<file path="config.mk">
export PLATFORM = sky130hd
export DESIGN_NAME = hex2dec_arbiter
export DESIGN_NICKNAME = d
export VERILOG_FILES = /design/src/rtl/hex2dec_pkg.sv /design/src/rtl/hex2dec_arbiter_byte_fifo.sv /design/src/rtl/hex2dec_arbiter.sv
export SDC_FILE = /design/constraint.sdc
export NUM_CORES = 1
export LEC_CHECK = 0
export ABC_AREA = 1
export CORE_MARGIN = 4
export CORE_UTILIZATION = 50
export DETAILED_ROUTE_END_ITERATION = 8
export PLACE_DENSITY = 0.88
export SYNTH_ARGS = -nofsm -noshare
export SYNTH_HDL_FRONTEND = slang
export SYNTH_SLANG_ARGS = --single-unit
</file>
<file path="constraint.sdc">
create_clock -name i_clk -period 2.3 [get_ports i_clk]
set_input_delay 0.345 -clock i_clk [delete_from_list [all_inputs] [get_ports i_clk]]
set_output_delay 0.345 -clock i_clk [all_outputs]
set_load 0.01 [all_outputs]
</file>
<file path="src/rtl/hex2dec_pkg.sv">
// rtl/hex2dec_pkg.sv - shared types and constants for the hex2dec arbiter
package hex2dec_pkg;

   typedef enum logic [1:0] {IDLE, START, COLLECT, RELEASE} arb_state_t;

   localparam int DIGITS = 5;
   localparam logic [7:0] ASCII_ZERO = 8'h30;
   // Tag field sized for the largest supported requester count (8).
   localparam int ID_MAX_W = 3;

   typedef struct packed {
      logic [7:0]          data;
      logic [ID_MAX_W-1:0] id;
      logic                last;
   } dec_byte_t;

endpackage

</file>
<file path="src/rtl/hex2dec_arbiter_byte_fifo.sv">
// rtl/hex2dec_arbiter_byte_fifo.sv - first-word fall-through FIFO with count/free
module byte_fifo #(
   parameter int DEPTH = 8,
   parameter int WIDTH = 12,
   localparam int CW = $clog2(DEPTH) + 1
) (
   input  logic             i_clk,
   input  logic             i_rst,
   input  logic             i_push,
   input  logic [WIDTH-1:0] i_wdata,
   input  logic             i_pop,
   output logic             o_valid,
   output logic [WIDTH-1:0] o_rdata,
   output logic [CW-1:0]    o_count,
   output logic [CW-1:0]    o_free
);
   localparam int AW = $clog2(DEPTH);

   logic [WIDTH-1:0] r_mem [DEPTH];
   logic [AW-1:0]    r_rd_ptr;
   logic [AW-1:0]    r_wr_ptr;
   logic [CW-1:0]    r_count;
   logic             w_rd_en;
   logic             w_wr_en;

   assign w_rd_en = i_pop & (r_count != '0);
   // A pop in the same cycle frees the slot, so a push at full is still accepted.
   assign w_wr_en = i_push & ((r_count != CW'(DEPTH)) | w_rd_en);

   always_ff @(posedge i_clk) begin
      if (w_wr_en) begin
         r_mem[r_wr_ptr] <= i_wdata;
      end
   end

   always_ff @(posedge i_clk) begin
      if (i_rst) begin
         r_rd_ptr <= '0;
         r_wr_ptr <= '0;
         r_count  <= '0;
      end else begin
         if (w_wr_en) r_wr_ptr <= r_wr_ptr + 1'b1;
         if (w_rd_en) r_rd_ptr <= r_rd_ptr + 1'b1;
         case ({w_wr_en, w_rd_en})
            2'b10:   r_count <= r_count + 1'b1;
            2'b01:   r_count <= r_count - 1'b1;
            default: r_count <= r_count;
         endcase
      end
   end

   assign o_valid = (r_count != '0);
   assign o_rdata = o_valid ? r_mem[r_rd_ptr] : '0;
   assign o_count = r_count;
   assign o_free  = CW'(DEPTH) - r_count;

endmodule

</file>
<file path="src/rtl/hex2dec_arbiter.sv">
// rtl/hex2dec_arbiter.sv - round-robin share of one hex2dec converter; HEX2DEC_ARB_LZ_SUPPRESS_EN drops leading zeros
module hex2dec_arbiter
   import hex2dec_pkg::*;
#(
   parameter int NUM_REQ    = 4,
   parameter int FIFO_DEPTH = 8,
   localparam int ID_W      = $clog2(NUM_REQ)
) (
   input  logic                  i_clk,
   input  logic                  i_rst,
   input  logic [NUM_REQ-1:0]    i_req_valid,
   input  logic [NUM_REQ*16-1:0] i_req_data,
   output logic [NUM_REQ-1:0]    o_req_ready,
   output logic                  o_conv_start,
   output logic [15:0]           o_conv_hex_data,
   input  logic                  i_conv_ready,
   input  logic                  i_conv_valid,
   input  logic [7:0]            i_conv_ascii,
   output logic                  o_out_valid,
   input  logic                  i_out_ready,
   output logic [7:0]            o_out_data,
   output logic [ID_W-1:0]       o_out_id,
   output logic                  o_out_last
);
   localparam int CW = $clog2(FIFO_DEPTH) + 1;

   arb_state_t         r_state;
   arb_state_t         w_state_nxt;
   logic [NUM_REQ-1:0] r_req_ready;
   logic [NUM_REQ-1:0] w_req_ready_nxt;
   logic               r_conv_start;
   logic               w_conv_start_nxt;
   logic [15:0]        r_conv_hex_data;
   logic [ID_W-1:0]    r_last_id;
   logic [ID_W-1:0]    r_cur_id;
   logic [2:0]         r_dig_cnt;
   logic [ID_W-1:0]    w_cand;
   logic [ID_W-1:0]    w_win_id;
   logic               w_win_found;
   logic [15:0]        w_win_data;
   logic               w_grant;
   logic               w_last;
   logic               w_keep;
   logic               w_push;
   dec_byte_t          w_push_byte;
   dec_byte_t          w_head;
   logic [CW-1:0]      w_fifo_count;
   logic [CW-1:0]      w_fifo_free;
   logic               w_unused;

   // Search upward from the requester after the last one served.
   always_comb begin
      w_cand      = '0;
      w_win_id    = '0;
      w_win_found = 1'b0;
      for (int k = 1; k <= NUM_REQ; k++) begin
         w_cand = ID_W'((int'(r_last_id) + k) % NUM_REQ);
         if (!w_win_found && i_req_valid[w_cand]) begin
            w_win_found = 1'b1;
            w_win_id    = w_cand;
         end
      end
   end

   always_comb begin
      w_win_data = '0;
      for (int i = 0; i < NUM_REQ; i++) begin
         if (ID_W'(i) == w_win_id) w_win_data = i_req_data[16*i +: 16];
      end
   end

   // Five free slots are reserved up front because the converter cannot be stalled.
   assign w_grant = (r_state == IDLE) & w_win_found & i_conv_ready
                  & (w_fifo_free >= CW'(DIGITS));
   assign w_last  = (r_dig_cnt == 3'(DIGITS - 1));

   always_ff @(posedge i_clk) begin
      if (i_rst) r_state <= IDLE;
      else       r_state <= w_state_nxt;
   end

   always_comb begin
      w_state_nxt = r_state;
      case (r_state)
         IDLE:    if (w_grant) w_state_nxt = START;
         START:   w_state_nxt = COLLECT;
         COLLECT: if (i_conv_valid && w_last) w_state_nxt = RELEASE;
         RELEASE: if (i_conv_ready) w_state_nxt = IDLE;
         default: w_state_nxt = IDLE;
      endcase
   end

   always_comb begin
      w_req_ready_nxt = '0;
      if (w_grant) w_req_ready_nxt[w_win_id] = 1'b1;
      w_conv_start_nxt = (r_state == START);
      w_push           = (r_state == COLLECT) & i_conv_valid & w_keep;
   end

`ifdef HEX2DEC_ARB_LZ_SUPPRESS_EN
   logic r_seen_nz;

   always_ff @(posedge i_clk) begin
      if (i_rst || w_grant)                                  r_seen_nz <= 1'b0;
      else if (w_push && (i_conv_ascii != ASCII_ZERO))       r_seen_nz <= 1'b1;
   end

   assign w_keep = r_seen_nz | (i_conv_ascii != ASCII_ZERO) | w_last;
`else
   assign w_keep = 1'b1;
`endif

   always_ff @(posedge i_clk) begin
      if (i_rst) begin
         r_req_ready     <= '0;
         r_conv_start    <= 1'b0;
         r_conv_hex_data <= '0;
         r_cur_id        <= '0;
         r_last_id       <= ID_W'(NUM_REQ - 1);
         r_dig_cnt       <= '0;
      end else begin
         r_req_ready  <= w_req_ready_nxt;
         r_conv_start <= w_conv_start_nxt;
         if (w_grant) begin
            r_conv_hex_data <= w_win_data;
            r_cur_id        <= w_win_id;
            r_dig_cnt       <= '0;
         end else if (r_state == COLLECT && i_conv_valid) begin
            r_dig_cnt <= r_dig_cnt + 1'b1;
         end
         if (r_state == RELEASE) r_last_id <= r_cur_id;
      end
   end

   assign w_push_byte = '{data: i_conv_ascii, id: ID_MAX_W'(r_cur_id), last: w_last};

   byte_fifo #(
      .DEPTH (FIFO_DEPTH),
      .WIDTH ($bits(dec_byte_t))
   ) u_fifo (
      .i_clk   (i_clk),
      .i_rst   (i_rst),
      .i_push  (w_push),
      .i_wdata (w_push_byte),
      .i_pop   (i_out_ready),
      .o_valid (o_out_valid),
      .o_rdata (w_head),
      .o_count (w_fifo_count),
      .o_free  (w_fifo_free)
   );

   assign o_req_ready     = r_req_ready;
   assign o_conv_start    = r_conv_start;
   assign o_conv_hex_data = r_conv_hex_data;
   assign o_out_data      = w_head.data;
   assign o_out_id        = w_head.id[ID_W-1:0];
   assign o_out_last      = w_head.last;
   assign w_unused        = ^{w_head.id, w_fifo_count};

endmodule

</file>
==> out/qor.yml <==
drt:
  drtIter0Drc: 548
  drt-vias-per-instance: 5.60
  route.detailed.drc: 0
  total_wire_length_mm: 16.2
  antenna_violating_nets_post_route: 0
  drt_pass1_iterations: 6
  vias: 5275
  wl_per_cell_um: 17.2
clocking:
  clock_tree_root: "sky130_fd_sc_hd__clkbuf_16"
  clock_path_buffers: 2
  cts_inserted_buffers: 17
  insertion_delay_of_the_later_clocked_pin_in_the_worst_skew_pair_ns: 0.41
  htree_levels: 4
  cts_tree: "done"
  holdBufCountCts: 0
  cts.reportedPaths.clkPinSlew_ns: 0.06
  cts_sinks: 131
finish:
  antenna_diode_count: 0
  drive_above_1_share_pct: 13.3
  layout_commonest_cell: "sky130_fd_sc_hd__nand2_1"
  highest_count_cells_in_the_layout_ignoring_fill_and_taps: "sky130_fd_sc_hd__nand2_1, sky130_fd_sc_hd__clkdlybuf4s50_1, sky130_fd_sc_hd__edfxtp_1"
  post-route-util_pct: 70.2
  syn_to_final_growth_pct: 35.3
  post_layout_nonfiller_instances: 942
  num-nets-final: 878
die:
  chipHeight_um: 118
  core_area_um2: 11600
  die-width_um: 118
  fp-row-count: 39
  initial_utilization_pct: 51.9
  floorplan.io_pins: 114
  die_area_um2: 13800
pwr:
  vdd_drop_max_mv: 0.602
  leakage_nw: 3.34
  power_per_cell_area_nw_per_um2: 1180
grt:
  gr-total-overflow: 0
  antenna_found_initial: 0
  first_global_vias: 5280
  first_pass_grt_wire_length_mm: 25.3
  track_usage_pct: 23.1
  grt_start_max_net_pins: 25
yosys:
  ys_top_cells_by_area: "sky130_fd_sc_hd__edfxtp_1, sky130_fd_sc_hd__dfxtp_1, sky130_fd_sc_hd__nand2_1, sky130_fd_sc_hd__o21ai_0, sky130_fd_sc_hd__nor2_1"
  synthDominantAreaCellType: "sky130_fd_sc_hd__edfxtp_1"
  syn-instance-count: 649
  synth_largest_type_area_fraction_pct: 44.0
  synth-warning-count: 0
  syn_avg_cell_area_um2: 9.25
  postSynthRegisterBits: 131
  post_synth_design_cell_area_um2: 6000
  netlist-cell-type-count: 34
  synthesis.nets: 741
  synth_seq_area_share_pct: 58.4
setup_path:
  setup.worst_path.end_class: "primary output"
  critPathMaxFanout: 6
  cp-start-kind: "flop"
  required_ns: 1.96
  timing_worst_setup_path_type: "flop to primary output"
  arrival_time_worst_endpoint_ns: 1.87
timing:
  timing.max_slew.rel_slack_pct: 75.3
  finalSetupTns_ns: 0
  fmax_mhz: 451
  timing.final.hold_violations: 0
  finalMaxSlewViolations: 0
  finalCriticalPeriod_ns: 2.22
  layout_worst_path_cycle_share_pct: 96.5
  hold_slack_ns: 0.451
  fin_skew_ns: 0.00960
  count_of_endpoints_failing_setup_in_the_final_report: 0
  worst_slew_pin_slew_ns: 0.371
placed_design:
  port-buffer-count: 113
  place_inst: 908
  gp_routability_congestion: 0.867
  detailed_place_hpwl_mm: 10.7
run_status:
  status: "finished clean"
hold_path:
  min_path_type: "flop to flop"
job:
  cap_violations: 0
state kept, by name, indices dropped and copies added (netlist names), named ones only:
signal	flops
o_conv_hex_data	16
o_conv_start	1
o_req_ready	4
r_cur_id	2
r_dig_cnt	3
r_last_id	2
r_state	2
u_fifo.o_count	4
u_fifo.r_mem	88
u_fifo.r_rd_ptr	3
u_fifo.r_wr_ptr	3
power breakdown:
| group | switching, mW | internal (mW) |
|---|---|---|
| Sequential | 0.199 | 2.78 |
| Clock | 0.983 | 2.03 |
| Combinational | 2.12 | 1.45 |
area by class of cell:
cell class                 count  area [um^2]
clock buffer                  18          429
multi-input combinational    431         2130
timing repair inverter         1         7.51
sequential                   131         3510
clock inverter                14          234
tap                          143          179
inverter                      59          240
fill                         778         3440
timing repair buffer         145         1400
stage by stage:
stage / total power [mW] / cell area (um^2) / setup WS [ns]
final: 9.56 / 8120 / 0.0803
after global routing: 10.1 / 8120 / -0.00198
after CTS: 9.45 / 8090 / 0.00107
after detailed placement: 6.48 / 7430 / -0.0268
after global placement: 6.34 / 7430 / 0.0352
after floorplan: 5.01 / 6000 / 0.296
what timing repair did:
item	4_1_cts	5_1_grt
gates cloned	0	1
pin swaps	0	1
setup buffers	0	1
gates resized for setup	26	28
endpoints found under the setup margin	12	31
cells in the mapped netlist:
| cell | count |
|---|---|
| sky130_fd_sc_hd__a211oi_1 | 1 |
| sky130_fd_sc_hd__a21boi_1 | 1 |
| sky130_fd_sc_hd__a21oi_1 | 18 |
| sky130_fd_sc_hd__a31oi_1 | 11 |
| sky130_fd_sc_hd__buf_2 | 3 |
| sky130_fd_sc_hd__buf_4 | 4 |
| sky130_fd_sc_hd__buf_6 | 4 |
| sky130_fd_sc_hd__clkbuf_1 | 17 |
| sky130_fd_sc_hd__clkinv_1 | 1 |
| sky130_fd_sc_hd__dfxtp_1 | 43 |
| sky130_fd_sc_hd__edfxtp_1 | 88 |
| sky130_fd_sc_hd__fa_1 | 1 |
| sky130_fd_sc_hd__ha_1 | 10 |
| sky130_fd_sc_hd__inv_1 | 53 |
| sky130_fd_sc_hd__inv_2 | 3 |
| sky130_fd_sc_hd__inv_8 | 2 |
| sky130_fd_sc_hd__nand2_1 | 127 |
| sky130_fd_sc_hd__nand2_2 | 12 |
| sky130_fd_sc_hd__nand2_4 | 3 |
| sky130_fd_sc_hd__nand3_1 | 33 |
| sky130_fd_sc_hd__nand3_2 | 1 |
| sky130_fd_sc_hd__nand3b_1 | 3 |
| sky130_fd_sc_hd__nand4_1 | 6 |
| sky130_fd_sc_hd__nor2_1 | 88 |
| sky130_fd_sc_hd__nor2_2 | 3 |
| sky130_fd_sc_hd__nor2_4 | 1 |
| sky130_fd_sc_hd__nor2_8 | 1 |
| sky130_fd_sc_hd__nor3_1 | 3 |
| sky130_fd_sc_hd__o211ai_1 | 1 |
| sky130_fd_sc_hd__o21ai_0 | 77 |
| sky130_fd_sc_hd__o21ai_1 | 15 |
| sky130_fd_sc_hd__o21ai_2 | 2 |
| sky130_fd_sc_hd__o22ai_1 | 11 |
| sky130_fd_sc_hd__xor2_1 | 2 |
cells by family (layout without fill, tap and decap cells):
group | count (synthesis) | in the layout | synth area share [%]
and+or+nand+nor | 281 | 281 | 20.3
AOI/OAI and AO/OA | 137 | 137 | 12.1
DFF | 131 | 131 | 58.4
buffers and inverters | 87 | 237 | 6.51
adders and majority gates | 11 | 11 | 2.42
xor gates and xnor gates | 2 | 2 | 0.292
path summary, 6_finish.rpt:
kind,startpoint,to,slack (ns),cells after the start
worst min-delay path,o_conv_hex_data[11],o_conv_hex_data[11],0.45,2
worst max register to register,r_state[0],u_fifo.o_count[3],0.16,12
worst max-delay path,flop,o_out_id[1],0.08,6
worst min register to register,o_conv_hex_data[11],o_conv_hex_data[11],0.45,2
worst max-delay path: stages (launching register included):
cell                              delay, ns
sky130_fd_sc_hd__dfxtp_1               0.38
sky130_fd_sc_hd__inv_1                 0.10
sky130_fd_sc_hd__buf_4                 0.17
sky130_fd_sc_hd__nor2_1                0.12
sky130_fd_sc_hd__o21ai_0               0.13
sky130_fd_sc_hd__a31oi_1               0.24
sky130_fd_sc_hd__clkdlybuf4s15_1       0.31
routing by layer:
metal / vias up / global-route usage (%) / wire length, um
li1: 2470 / - / -
met1: 2414 / 26.0 / 5980
met2: 335 / 39.8 / 8040
met3: 56 / 7.26 / 1630
met4: 0 / 11.3 / 533
met5: - / 0 / 0
Power figures use the tool's default switching activity.
